`src/rtl/mem_ctrl_if.sv`:
```
// rtl/mem_ctrl_if.sv - pipeline IF/MEM ports and byte-wide RAM port of mem_ctrl
interface mem_ctrl_if #(
  parameter int ADDR_W = 32
);
  logic              if_req;
  logic [ADDR_W-1:0] if_addr;
  logic              if_flush;
  logic [31:0]       if_data;
  logic              if_done;
  logic              if_stall_req;

  logic              mem_req;
  logic              mem_we;
  logic [1:0]        mem_size;
  logic [ADDR_W-1:0] mem_addr;
  logic [31:0]       mem_wdata;
  logic [31:0]       mem_rdata;
  logic              mem_done;
  logic              mem_stall_req;

  logic [ADDR_W-1:0] ram_addr;
  logic [7:0]        ram_dout;
  logic              ram_wr;
  logic [7:0]        ram_din;

  modport slave (
    input  if_req, if_addr, if_flush,
    input  mem_req, mem_we, mem_size, mem_addr, mem_wdata,
    input  ram_din,
    output if_data, if_done, if_stall_req,
    output mem_rdata, mem_done, mem_stall_req,
    output ram_addr, ram_dout, ram_wr
  );

  modport master (
    output if_req, if_addr, if_flush,
    output mem_req, mem_we, mem_size, mem_addr, mem_wdata,
    output ram_din,
    input  if_data, if_done, if_stall_req,
    input  mem_rdata, mem_done, mem_stall_req,
    input  ram_addr, ram_dout, ram_wr
  );
endinterface

```
`src/rtl/mem_ctrl.sv`:
```
// rtl/mem_ctrl.sv - byte-serial RAM controller, MEM-over-IF arbitration, little-endian assembly
// Optional one-entry fetch buffer enabled by defining MEMCTRL_FETCH_BUF_EN.
module mem_ctrl #(
  parameter int ADDR_W = 32
) (
  input logic       clk,
  input logic       rst,
  mem_ctrl_if.slave bus
);
  typedef enum logic [1:0] {S_IDLE, S_RD, S_WR, S_DONE} state_t;

  state_t            state_q, state_d;
  logic              owner_if_q, owner_if_d;
  logic [2:0]        cnt_q, cnt_d;
  logic [2:0]        nbytes_q, nbytes_d;
  logic [31:0]       wdata_q, wdata_d;
  logic [31:0]       rbuf_q, rbuf_d;
  logic [ADDR_W-1:0] ram_addr_q, ram_addr_d;
  logic [7:0]        ram_dout_q, ram_dout_d;
  logic              ram_wr_q, ram_wr_d;
  logic [31:0]       if_data_q, if_data_d;
  logic [31:0]       mem_rdata_q, mem_rdata_d;
  logic              if_done_q, if_done_d;
  logic              mem_done_q, mem_done_d;
  logic [2:0]        mem_n;

`ifdef MEMCTRL_FETCH_BUF_EN
  logic              fb_valid_q, fb_valid_d;
  logic [ADDR_W-1:0] fb_addr_q, fb_addr_d;
  logic [31:0]       fb_data_q, fb_data_d;
  logic              fb_hit, st_overlap;

  // Wrapping distance test: store range [mem_addr, +N) against buffered [fb_addr, +4).
  assign fb_hit     = fb_valid_q && (bus.if_addr == fb_addr_q);
  assign st_overlap = ((bus.mem_addr - fb_addr_q) < ADDR_W'(4)) ||
                      ((fb_addr_q - bus.mem_addr) < ADDR_W'(mem_n));
`endif

  always_comb begin
    case (bus.mem_size)
      2'd0:    mem_n = 3'd1;
      2'd1:    mem_n = 3'd2;
      default: mem_n = 3'd4;
    endcase
  end

  always_comb begin
    state_d     = state_q;
    owner_if_d  = owner_if_q;
    cnt_d       = cnt_q;
    nbytes_d    = nbytes_q;
    wdata_d     = wdata_q;
    rbuf_d      = rbuf_q;
    ram_addr_d  = ram_addr_q;
    ram_dout_d  = ram_dout_q;
    ram_wr_d    = 1'b0;
    if_data_d   = if_data_q;
    mem_rdata_d = mem_rdata_q;
    if_done_d   = 1'b0;
    mem_done_d  = 1'b0;
`ifdef MEMCTRL_FETCH_BUF_EN
    fb_valid_d  = fb_valid_q;
    fb_addr_d   = fb_addr_q;
    fb_data_d   = fb_data_q;
`endif
    case (state_q)
      S_IDLE: begin
        if (bus.mem_req) begin
          owner_if_d = 1'b0;
          nbytes_d   = mem_n;
          cnt_d      = 3'd0;
          ram_addr_d = bus.mem_addr;
          rbuf_d     = '0;
          if (bus.mem_we) begin
            state_d    = S_WR;
            ram_wr_d   = 1'b1;
            ram_dout_d = bus.mem_wdata[7:0];
            wdata_d    = {8'h00, bus.mem_wdata[31:8]};
`ifdef MEMCTRL_FETCH_BUF_EN
            if (st_overlap) fb_valid_d = 1'b0;
`endif
          end else begin
            state_d = S_RD;
          end
        end else if (bus.if_req) begin
          owner_if_d = 1'b1;
`ifdef MEMCTRL_FETCH_BUF_EN
          if (fb_hit) begin
            state_d   = S_DONE;
            if_done_d = 1'b1;
            if_data_d = fb_data_q;
          end else
`endif
          begin
            state_d    = S_RD;
            nbytes_d   = 3'd4;
            cnt_d      = 3'd0;
            ram_addr_d = bus.if_addr;
            rbuf_d     = '0;
          end
        end
      end
      S_RD: begin
        if (owner_if_q && bus.if_flush) begin
          state_d = S_IDLE;
        end else begin
          // ram_din carries the byte addressed one cycle earlier, i.e. lane cnt-1.
          for (int i = 0; i < 4; i++) begin
            if (cnt_q == 3'(i + 1)) rbuf_d[8*i +: 8] = bus.ram_din;
          end
          if (cnt_q == nbytes_q) begin
            state_d = S_DONE;
            if (owner_if_q) begin
              if_done_d = 1'b1;
              if_data_d = rbuf_d;
`ifdef MEMCTRL_FETCH_BUF_EN
              fb_valid_d = 1'b1;
              fb_addr_d  = ram_addr_q - ADDR_W'(3);
              fb_data_d  = rbuf_d;
`endif
            end else begin
              mem_done_d  = 1'b1;
              mem_rdata_d = rbuf_d;
            end
          end else begin
            cnt_d = cnt_q + 3'd1;
            if (cnt_q + 3'd1 < nbytes_q) ram_addr_d = ram_addr_q + ADDR_W'(1);
          end
        end
      end
      S_WR: begin
        if (cnt_q + 3'd1 < nbytes_q) begin
          cnt_d      = cnt_q + 3'd1;
          ram_addr_d = ram_addr_q + ADDR_W'(1);
          ram_dout_d = wdata_q[7:0];
          wdata_d    = {8'h00, wdata_q[31:8]};
          ram_wr_d   = 1'b1;
        end else begin
          state_d    = S_DONE;
          mem_done_d = 1'b1;
        end
      end
      default: state_d = S_IDLE;
    endcase
  end

  always_ff @(posedge clk or negedge rst) begin
    if (!rst) begin
      state_q     <= S_IDLE;
      owner_if_q  <= 1'b0;
      cnt_q       <= '0;
      nbytes_q    <= '0;
      wdata_q     <= '0;
      rbuf_q      <= '0;
      ram_addr_q  <= '0;
      ram_dout_q  <= '0;
      ram_wr_q    <= 1'b0;
      if_data_q   <= '0;
      mem_rdata_q <= '0;
      if_done_q   <= 1'b0;
      mem_done_q  <= 1'b0;
`ifdef MEMCTRL_FETCH_BUF_EN
      fb_valid_q  <= 1'b0;
      fb_addr_q   <= '0;
      fb_data_q   <= '0;
`endif
    end else begin
      state_q     <= state_d;
      owner_if_q  <= owner_if_d;
      cnt_q       <= cnt_d;
      nbytes_q    <= nbytes_d;
      wdata_q     <= wdata_d;
      rbuf_q      <= rbuf_d;
      ram_addr_q  <= ram_addr_d;
      ram_dout_q  <= ram_dout_d;
      ram_wr_q    <= ram_wr_d;
      if_data_q   <= if_data_d;
      mem_rdata_q <= mem_rdata_d;
      if_done_q   <= if_done_d;
      mem_done_q  <= mem_done_d;
`ifdef MEMCTRL_FETCH_BUF_EN
      fb_valid_q  <= fb_valid_d;
      fb_addr_q   <= fb_addr_d;
      fb_data_q   <= fb_data_d;
`endif
    end
  end

  assign bus.ram_addr      = ram_addr_q;
  assign bus.ram_dout      = ram_dout_q;
  assign bus.ram_wr        = ram_wr_q;
  assign bus.if_data       = if_data_q;
  assign bus.if_done       = if_done_q;
  assign bus.mem_rdata     = mem_rdata_q;
  assign bus.mem_done      = mem_done_q;
  assign bus.if_stall_req  = bus.if_req & ~if_done_q;
  assign bus.mem_stall_req = bus.mem_req & ~mem_done_q;
endmodule

```
`src/flat_wrapper.sv`:
```
// flat-port wrapper written by rule: the top's interface ports become plain ports
module mem_ctrl_flat 
#(
  parameter int ADDR_W = 32
)
  (clk, rst, bus_if_req, bus_if_addr, bus_if_flush, bus_mem_req, bus_mem_we, bus_mem_size, bus_mem_addr, bus_mem_wdata, bus_ram_din, bus_if_data, bus_if_done, bus_if_stall_req, bus_mem_rdata, bus_mem_done, bus_mem_stall_req, bus_ram_addr, bus_ram_dout, bus_ram_wr);
  mem_ctrl_if #(.ADDR_W(ADDR_W)) bus_i ();
  input logic clk;
  input logic rst;
  input wire logic [$bits(bus_i.if_req)-1:0] bus_if_req;
  input wire logic [$bits(bus_i.if_addr)-1:0] bus_if_addr;
  input wire logic [$bits(bus_i.if_flush)-1:0] bus_if_flush;
  input wire logic [$bits(bus_i.mem_req)-1:0] bus_mem_req;
  input wire logic [$bits(bus_i.mem_we)-1:0] bus_mem_we;
  input wire logic [$bits(bus_i.mem_size)-1:0] bus_mem_size;
  input wire logic [$bits(bus_i.mem_addr)-1:0] bus_mem_addr;
  input wire logic [$bits(bus_i.mem_wdata)-1:0] bus_mem_wdata;
  input wire logic [$bits(bus_i.ram_din)-1:0] bus_ram_din;
  output wire logic [$bits(bus_i.if_data)-1:0] bus_if_data;
  output wire logic [$bits(bus_i.if_done)-1:0] bus_if_done;
  output wire logic [$bits(bus_i.if_stall_req)-1:0] bus_if_stall_req;
  output wire logic [$bits(bus_i.mem_rdata)-1:0] bus_mem_rdata;
  output wire logic [$bits(bus_i.mem_done)-1:0] bus_mem_done;
  output wire logic [$bits(bus_i.mem_stall_req)-1:0] bus_mem_stall_req;
  output wire logic [$bits(bus_i.ram_addr)-1:0] bus_ram_addr;
  output wire logic [$bits(bus_i.ram_dout)-1:0] bus_ram_dout;
  output wire logic [$bits(bus_i.ram_wr)-1:0] bus_ram_wr;
  assign bus_i.if_req = bus_if_req;
  assign bus_i.if_addr = bus_if_addr;
  assign bus_i.if_flush = bus_if_flush;
  assign bus_i.mem_req = bus_mem_req;
  assign bus_i.mem_we = bus_mem_we;
  assign bus_i.mem_size = bus_mem_size;
  assign bus_i.mem_addr = bus_mem_addr;
  assign bus_i.mem_wdata = bus_mem_wdata;
  assign bus_i.ram_din = bus_ram_din;
  assign bus_if_data = bus_i.if_data;
  assign bus_if_done = bus_i.if_done;
  assign bus_if_stall_req = bus_i.if_stall_req;
  assign bus_mem_rdata = bus_i.mem_rdata;
  assign bus_mem_done = bus_i.mem_done;
  assign bus_mem_stall_req = bus_i.mem_stall_req;
  assign bus_ram_addr = bus_i.ram_addr;
  assign bus_ram_dout = bus_i.ram_dout;
  assign bus_ram_wr = bus_i.ram_wr;
  mem_ctrl #(.ADDR_W(ADDR_W)) u_core (.clk(clk), .rst(rst), .bus(bus_i));
endmodule
```
`config.mk`:
```
export PLATFORM = sky130hd
export DESIGN_NAME = mem_ctrl_flat
export DESIGN_NICKNAME = d
export VERILOG_FILES = /design/src/rtl/mem_ctrl_if.sv /design/src/rtl/mem_ctrl.sv /design/src/flat_wrapper.sv
export SDC_FILE = /design/constraint.sdc
export NUM_CORES = 1
export LEC_CHECK = 0
export BUFFER_PORTS_ARGS = -buffer_cell sky130_fd_sc_hd__buf_2
export CORE_ASPECT_RATIO = 0.75
export CORE_MARGIN = 1
export CORE_UTILIZATION = 35
export CTS_BUF_LIST = sky130_fd_sc_hd__clkbuf_2
export DETAILED_ROUTE_END_ITERATION = 10
export GPL_TIMING_DRIVEN = 0
export SLEW_MARGIN = 20
export SYNTH_ARGS = -nofsm -noshare
export SYNTH_HDL_FRONTEND = slang
export SYNTH_SLANG_ARGS = --single-unit
```
`constraint.sdc`:
```
create_clock -name clk -period 3.1 [get_ports clk]
set_input_delay 0.62 -clock clk [delete_from_list [all_inputs] [get_ports clk]]
set_output_delay 0.62 -clock clk [all_outputs]
set_load 0.01 [all_outputs]
```
==> results by group, run 1 <==
Outcome
  – Status: completed

Worst setup path
  – CP max stage delay: 0.50 ns
  – CP arrival: 3.55 ns
  – Setup crit end kind: register
  – RR Startpoint: u_core.cnt_q[0]
  – Startpoint types: register
  – Worst Path Required: 3.70 ns
  – Reg2Reg Setup Slack: roughly 0.16 ns
  – Crit path max-delay family: compound AO/OA/AOI/OAI gates
  – CP Cell Sequence: inv_1, ha_1, ha_1, nor2b_1, o21a_1, o21a_1, nor2_1, clkbuf_1, a211oi_1
  – Crit path max-delay cell type: clkbuf_1
  – Critical path class: register to register
  – Buf/Inv on CP: 2
  – Endpoint of the worst-slack reg-to-reg timing path: u_core.bus.ram_addr[3]
  – Max FO, Critical Path: 10
  – CP Depth: 9
  – Critical Path End: u_core.bus.ram_addr[3]
  – Critical path origin: u_core.cnt_q[0]
  – FF-to-FF path depth: 9

Finish
  – Commonest cells after routing, fill and taps aside: buf_2 (219), dfrtp_1 (172), a21oi_1 (128)
  – # fillers: 2,427
  – Commonest non-fill, non-tap cell in the layout: buf_2
  – Non-filler cells, final: around 1,400
  – Layout cells sized above 1: 0.254
  – Ant. Diodes: 0
  – Area grow syn2layout: 21.9%
  – Final nets: 1,221

STA
  – Endpoints failing setup: 0
  – RSZ-0062 raised after global routing: false
  – Worst-case clock skew: 0.0653 ns
  – Worst-Margin Slew: 0.774 ns
  – FMAX: 0.340 GHz
  – Period utilization: 0.949
  – Final hold vios: 0
  – Setup_tns: 0 ns
  – Rel. slew slack: 0.484
  – Max-slew violations: 0
  – Min Tclk post-route: 2.94 ns

Power
  – Clock power frac: 0.127
  – Sequential share of power: 0.357
  – Tot Pwr: 0.0114 W
  – Sw Pwr: 0.00537 W
  – Sw frac: 0.471
  – Comb pwr share: 0.516
  – Internal power: 0.00603 W
  – PD cells: between 1000 and 1500 nW/um^2
  – Lkg Pwr: 4.90 nW
  – Peak supply drop: 0.495 mV

Placement
  – Port bufs: 211
  – Post-DP HPWL: 19,900 um
  – RD Place Congestion: 0.873
  – Dpl cells: between 1,000 and 1,500

Synthesis
  – Post-synth cell types: 53
  – Top post-synthesis cells by area: dfrtp_1 (50%), a21oi_1 (7.4%), mux2i_1 (7.2%)
  – Mean Syn Cell Area: 10.0 um^2
  – Sequential fraction of the synthesis area: 0.499
  – Async set-reset flop share out of synthesis: 1.00
  – Synth Cell Area: 8620 um^2
  – Synthesized net count: 986
  – Post-synth top area cell: dfrtp_1
  – Post-synth EDFFs: 0
  – Synth warnings: 0
  – Post-synthesis register bit count: 172
  – Synth Flop Type: dfrtp_1
  – Share of the synthesized area in the top cell type: 0.499
  – Mapped Cells: 861

Min path
  – HP Class: primary input to register

Floorplan
  – Die width: about 180 um
  – DIE HEIGHT: approximately 140 um
  – I/O Pins: roughly 220
  – # rows: 49
  – Core footprint: ~24,000 um^2
  – Starting Density: 0.358
  – Die area: between 20,000 and 30,000 um^2

Detailed routing
  – Initial DRC count: ~550
  – Drt wl/cell: 19.4 um
  – Drt drc: 0
  – Routed Antenna Nets: 0
  – Via count: ~7,800
  – Routed vias/inst: 5.40
  – Final wirelength: around 28,000 um
  – First-pass iteration count of the detailed router: 5

Clock tree
  – CTS clk-pin slew, worst paths: 0.28 ns
  – H-tree Lvls: 4
  – Sink Count: 172
  – CTS tree: done
  – CTS Buf Count: 17
  – Clock root cell: clkbuf_2
  – Worst skew pair latency: 0.77 ns
  – Clk buf depth: 2

Global routing
  – Initial antenna violation count: 0
  – Total Routing Usage GR: 0.224
  – Remaining global-route overflow: 0
  – Largest net degree at the start of global routing: 74
  – Vias in the first global route: roughly 7,500
  – First-pass GRT wire length: 43,100 um

Job
  – Max-cap viol count: 0
[worst min path at each step]
stage,startpoint,end,cells past startpoint
after detailed placement,u_core.wdata_q[23],u_core.wdata_q[23],1
after floorplan,rst,u_core.bus.if_data[0],0
after CTS,bus_mem_we,u_core.bus.ram_wr,3
after global placement,u_core.wdata_q[23],u_core.wdata_q[23],1
after global routing,bus_mem_size[1],u_core.nbytes_q[2],3
final,bus_mem_size[1],u_core.nbytes_q[2],3
[repair_timing]
action	CTS	global route
hold endpoints to repair	58	0
hold buffers	3	0
endpoints found under the setup margin	7	50
buffers inserted	0	0
resized for setup	2	5
[cells by family (layout without fill, tap and decap cells)]
| group | Yosys count | count (layout) | share of synthesized area |
|---|---|---|---|
| AO/OA/AOI/OAI | 291 | 291 | 0.220 |
| buffers and inverters | 83 | 331 | 0.0386 |
| XOR/XNOR | 2 | 2 | 0.00203 |
| adder cells (fa/ha/maj) | 13 | 13 | 0.0189 |
| flip-flops | 172 | 172 | 0.499 |
| multiplexers | 78 | 78 | 0.0929 |
| AND/OR/NAND/NOR | 222 | 222 | 0.128 |
[power by group through the flow]
| stage | Sequential [W] | Clock [W] | Combinational (W) |
|---|---|---|---|
| floorplan | 0.00425 | 0 | 0.00350 |
| global placement | 0.00408 | 0 | 0.00575 |
| detailed placement | 0.00410 | 0 | 0.00584 |
| CTS | 0.00406 | 0.00150 | 0.00588 |
| global route | 0.00421 | 0.00159 | 0.00651 |
| finish | 0.00407 | 0.00144 | 0.00588 |
[sequential cells by signal, indices dropped and copies added (netlist names)]
register / flops
u_core.rbuf_q: 32
u_core.bus.ram_wr: 1
u_core.bus.ram_addr: 32
u_core.bus.mem_done: 1
u_core.bus.mem_rdata: 32
u_core.bus.ram_dout: 8
u_core.owner_if_q: 1
u_core.wdata_q: 24
u_core.state_q: 2
u_core.bus.if_done: 1
u_core.cnt_q: 3
u_core.nbytes_q: 3
u_core.bus.if_data: 32
[routing by layer]
metal / up-vias / wire length (um) / global-route usage
met3: 24 / 2070 / 0.0523
li1: 3676 / - / -
met5: - / 0 / 0
met4: 0 / 388 / 0.0532
met2: 301 / 12200 / 0.342
met1: 3779 / 13300 / 0.321
[cell usage after synthesis (2+ instances only)]
master,instances
nor2_1,84
a21o_1,11
mux2i_1,62
nor3_1,12
nand4_1,9
and3_1,25
o21a_1,2
nor3b_1,2
a221oi_1,3
or3_1,3
mux2_2,16
nand3_1,10
inv_1,13
o21ai_1,2
buf_1,21
nand2_1,36
a21oi_1,128
clkbuf_1,37
a41o_1,8
o31ai_1,8
nor2b_1,19
buf_2,8
and2_1,2
xor2_1,2
or4_1,2
and4_1,5
dfrtp_1,172
a211oi_1,37
o21ai_0,9
o32ai_1,11
nor4_1,7
a41oi_1,4
a22o_1,33
a31oi_1,26
a311oi_1,2
ha_1,13
[area by class of cell]
type,count,area [um^2],share of cell area
buffer,68,280,0.0267
clock buffer,17,85.1,0.00810
clock inverter,15,223,0.0212
inverter,15,56.3,0.00536
multi-input combinational,606,3990,0.380
sequential,172,4300,0.410
tap,331,414,0.0394
timing repair buffer,216,1150,0.110
[stage by stage]
stage	worst slack, ns	area [um^2]	utilization	hold slack (ns)
2_1_floorplan	0.665	8620	-	0.324
3_3_place_gp	-1.51	10100	0.419	0.457
3_5_place_dp	-0.0603	10200	0.421	0.467
4_1_cts	0.0176	10500	0.436	0.0769
5_1_grt	0.00451	10500	0.436	0.0585
6_report	0.157	10500	0.436	0.145
[worst reg2reg max path: cells and delay by family (launching register included)]
kind,cells,cell delay [ns]
buf+inv,2,0.61
simple gates,2,0.39
fa+ha+maj,2,0.60
compound gates,3,0.78
flops,1,0.47
Note: power is estimated with default switching activity, not from simulation.
==> inputs of run 2 (changes only) <==
- CORE_ASPECT_RATIO: 0.75 -> 0.9
==> run 2 against run 1 <==
Net effect:
- clock skew down 0.0021 ns
- core utilization decreased by 0.67 points
- worst hold slack gained 0.045 ns
- the run now ends with DRC left
- combinational power hardly changed
- register-to-register slack improved by 0.02 ns
- sequential power fell by 1%
- sequential share of layout area increased by 0.47 points
- setup slack improved by 0.024 ns
- first-iteration DRC count increased by 4.4%
==> results by group, run 2 (same netlist as run 1, synthesis figures left out) <==
Clock tree
  – CTS tree: done
  – Clk buf depth: 2
  – CTS clk-pin slew, worst paths: between 0.2 and 0.3 ns
  – Clock root cell: clkbuf_2
  – Sink Count: 172
  – Worst skew pair latency: 0.75 ns
  – Setup repair bufs after CTS: 0
  – H-tree Lvls: 4
  – CTS Buf Count: 17

Global routing
  – Remaining global-route overflow: 0
  – First-pass GRT wire length: around 42,000 um
  – Total Routing Usage GR: 0.214
  – Largest net degree at the start of global routing: 89
  – Vias in the first global route: 7,474
  – Initial antenna violation count: 1

STA
  – Rel. slew slack: 0.482
  – Final setup margin: 0.182 ns
  – FMAX: 0.343 GHz
  – Setup_tns: 0 ns
  – Max-slew violations: 0
  – Worst-case clock skew: 0.0632 ns
  – Final hold vios: 0
  – Period utilization: 0.941
  – Endpoints failing setup: 0
  – Min Tclk post-route: between 2 and 3 ns
  – Worst-Margin Slew: 0.772 ns
  – Worst hold slack: 0.190 ns

Finish
  – # fillers: about 2,400
  – Commonest non-fill, non-tap cell in the layout: buf_2
  – Area grow syn2layout: 20.5%
  – Register area: 4300 um^2
  – Layout cells sized above 1: 0.252
  – Final nets: between 1,000 and 1,500
  – Multi-input gate area: about 4000 um^2
  – Commonest cells after routing, fill and taps aside: buf_2 (218), dfrtp_1 (172), a21oi_1 (128)
  – Non-filler cells, final: roughly 1,400

Detailed routing
  – Drt drc: 1
  – Routed vias/inst: roughly 5.5
  – Initial DRC count: 575
  – First-pass iteration count of the detailed router: 8
  – WL met3: 1730 um
  – M1 WL: approximately 12,000 um
  – Drt wl/cell: between 15 and 20 um
  – Routed Antenna Nets: 0
  – WL met2: 12,500 um
  – Via count: around 7,800
  – Final wirelength: 26,900 um
  – Top Metal Used: met4

Power
  – Peak supply drop: 0.456 mV
  – Lkg Pwr: approximately 4.9 nW
  – PD cells: 1080 nW/um^2

Floorplan
  – DIE HEIGHT: around 150 um
  – # rows: 54
  – I/O Pins: roughly 220
  – Die width: 167 um
  – Starting Density: 0.356
  – Die area: 25,300 um^2
  – Core footprint: 24,200 um^2

Worst setup path
  – Setup crit end kind: register
  – Worst Path Required: between 3 and 4 ns
  – Critical path class: register to register
  – CP arrival: ~3.5 ns
  – Max FO, Critical Path: 10
  – Startpoint types: register

Min path
  – HP Class: primary input to register

Placement
  – Post-DP HPWL: 19,300 um
  – Dpl cells: 1,381
  – Worst Setup Slack post-DPL: -0.0493 ns
  – Port bufs: 211
  – RD Place Congestion: 0.851

Job
  – Max-cap viol count: 0

Outcome
  – Status: complete, but fails checks
  – Failing checks: DRC
-- run 2: worst max-delay path, stage by stage, from the launching register on --
cell	delay (ns)
dfrtp_1	0.48
inv_1	0.11
ha_1	0.33
ha_1	0.28
nor2b_1	0.13
o21a_1	0.24
o21ai_2	0.42
clkbuf_1	0.45
a21oi_1	0.14
a221oi_1	0.23
-- run 2: per-layer routing --
metal,vias up,global-route usage
met5,-,0
met4,0,0.0523
met3,18,0.0483
met2,270,0.347
met1,3839,0.290
li1,3676,-
-- run 2: worst paths after layout --
path	endpoint	depth (start not counted)	slack, ns	start
setup / recovery	u_core.bus.ram_addr[26]	9	0.18	u_core.cnt_q[0]
hold / removal	u_core.nbytes_q[2]	3	0.19	bus_mem_size[1]
setup reg to reg	u_core.bus.ram_addr[26]	9	0.18	u_core.cnt_q[0]
hold reg to reg	u_core.wdata_q[17]	1	0.51	u_core.wdata_q[17]
max in group asynchronous	u_core.nbytes_q[1]	3	1.80	rst
min in group asynchronous	u_core.bus.ram_dout[3]	2	0.42	rst
-- run 2: power by group --
group	internal [W]	total [W]	switching [W]	leakage [nW]
sequential	0.00325	0.00403	0.000781	2.07
clock	0.000405	0.00128	0.000874	0.161
combinational	0.00228	0.00585	0.00358	2.63
total	0.00593	0.0112	0.00523	4.87
-- run 2: repair_timing --
item                       4_1_cts  5_1_grt
hold endpoints to repair        88        0
pin swaps                        0        0
resized for setup                1        5
setup endpoints to repair       11       27
hold buffers                     3        0
-- run 2: layout make-up --
type	instances	area share
sequential	172	0.415
multi-input combinational	606	0.384
timing repair buffer	215	0.108
tap	308	0.0371
buffer	67	0.0265
clock inverter	13	0.0149
clock buffer	19	0.00916
inverter	15	0.00542
antenna	1	0.000241
-- run 2: metrics by stage --
| stage | cell area [um^2] | total power [W] | utilization |
|---|---|---|---|
| detailed placement | 10100 | 0.00990 | 0.417 |
| global route | 10400 | 0.0120 | 0.429 |
| CTS | 10400 | 0.0112 | 0.429 |
| floorplan | 8620 | 0.00775 | - |
| global placement | 10100 | 0.00979 | 0.416 |
| finish | 10400 | 0.0112 | 0.429 |
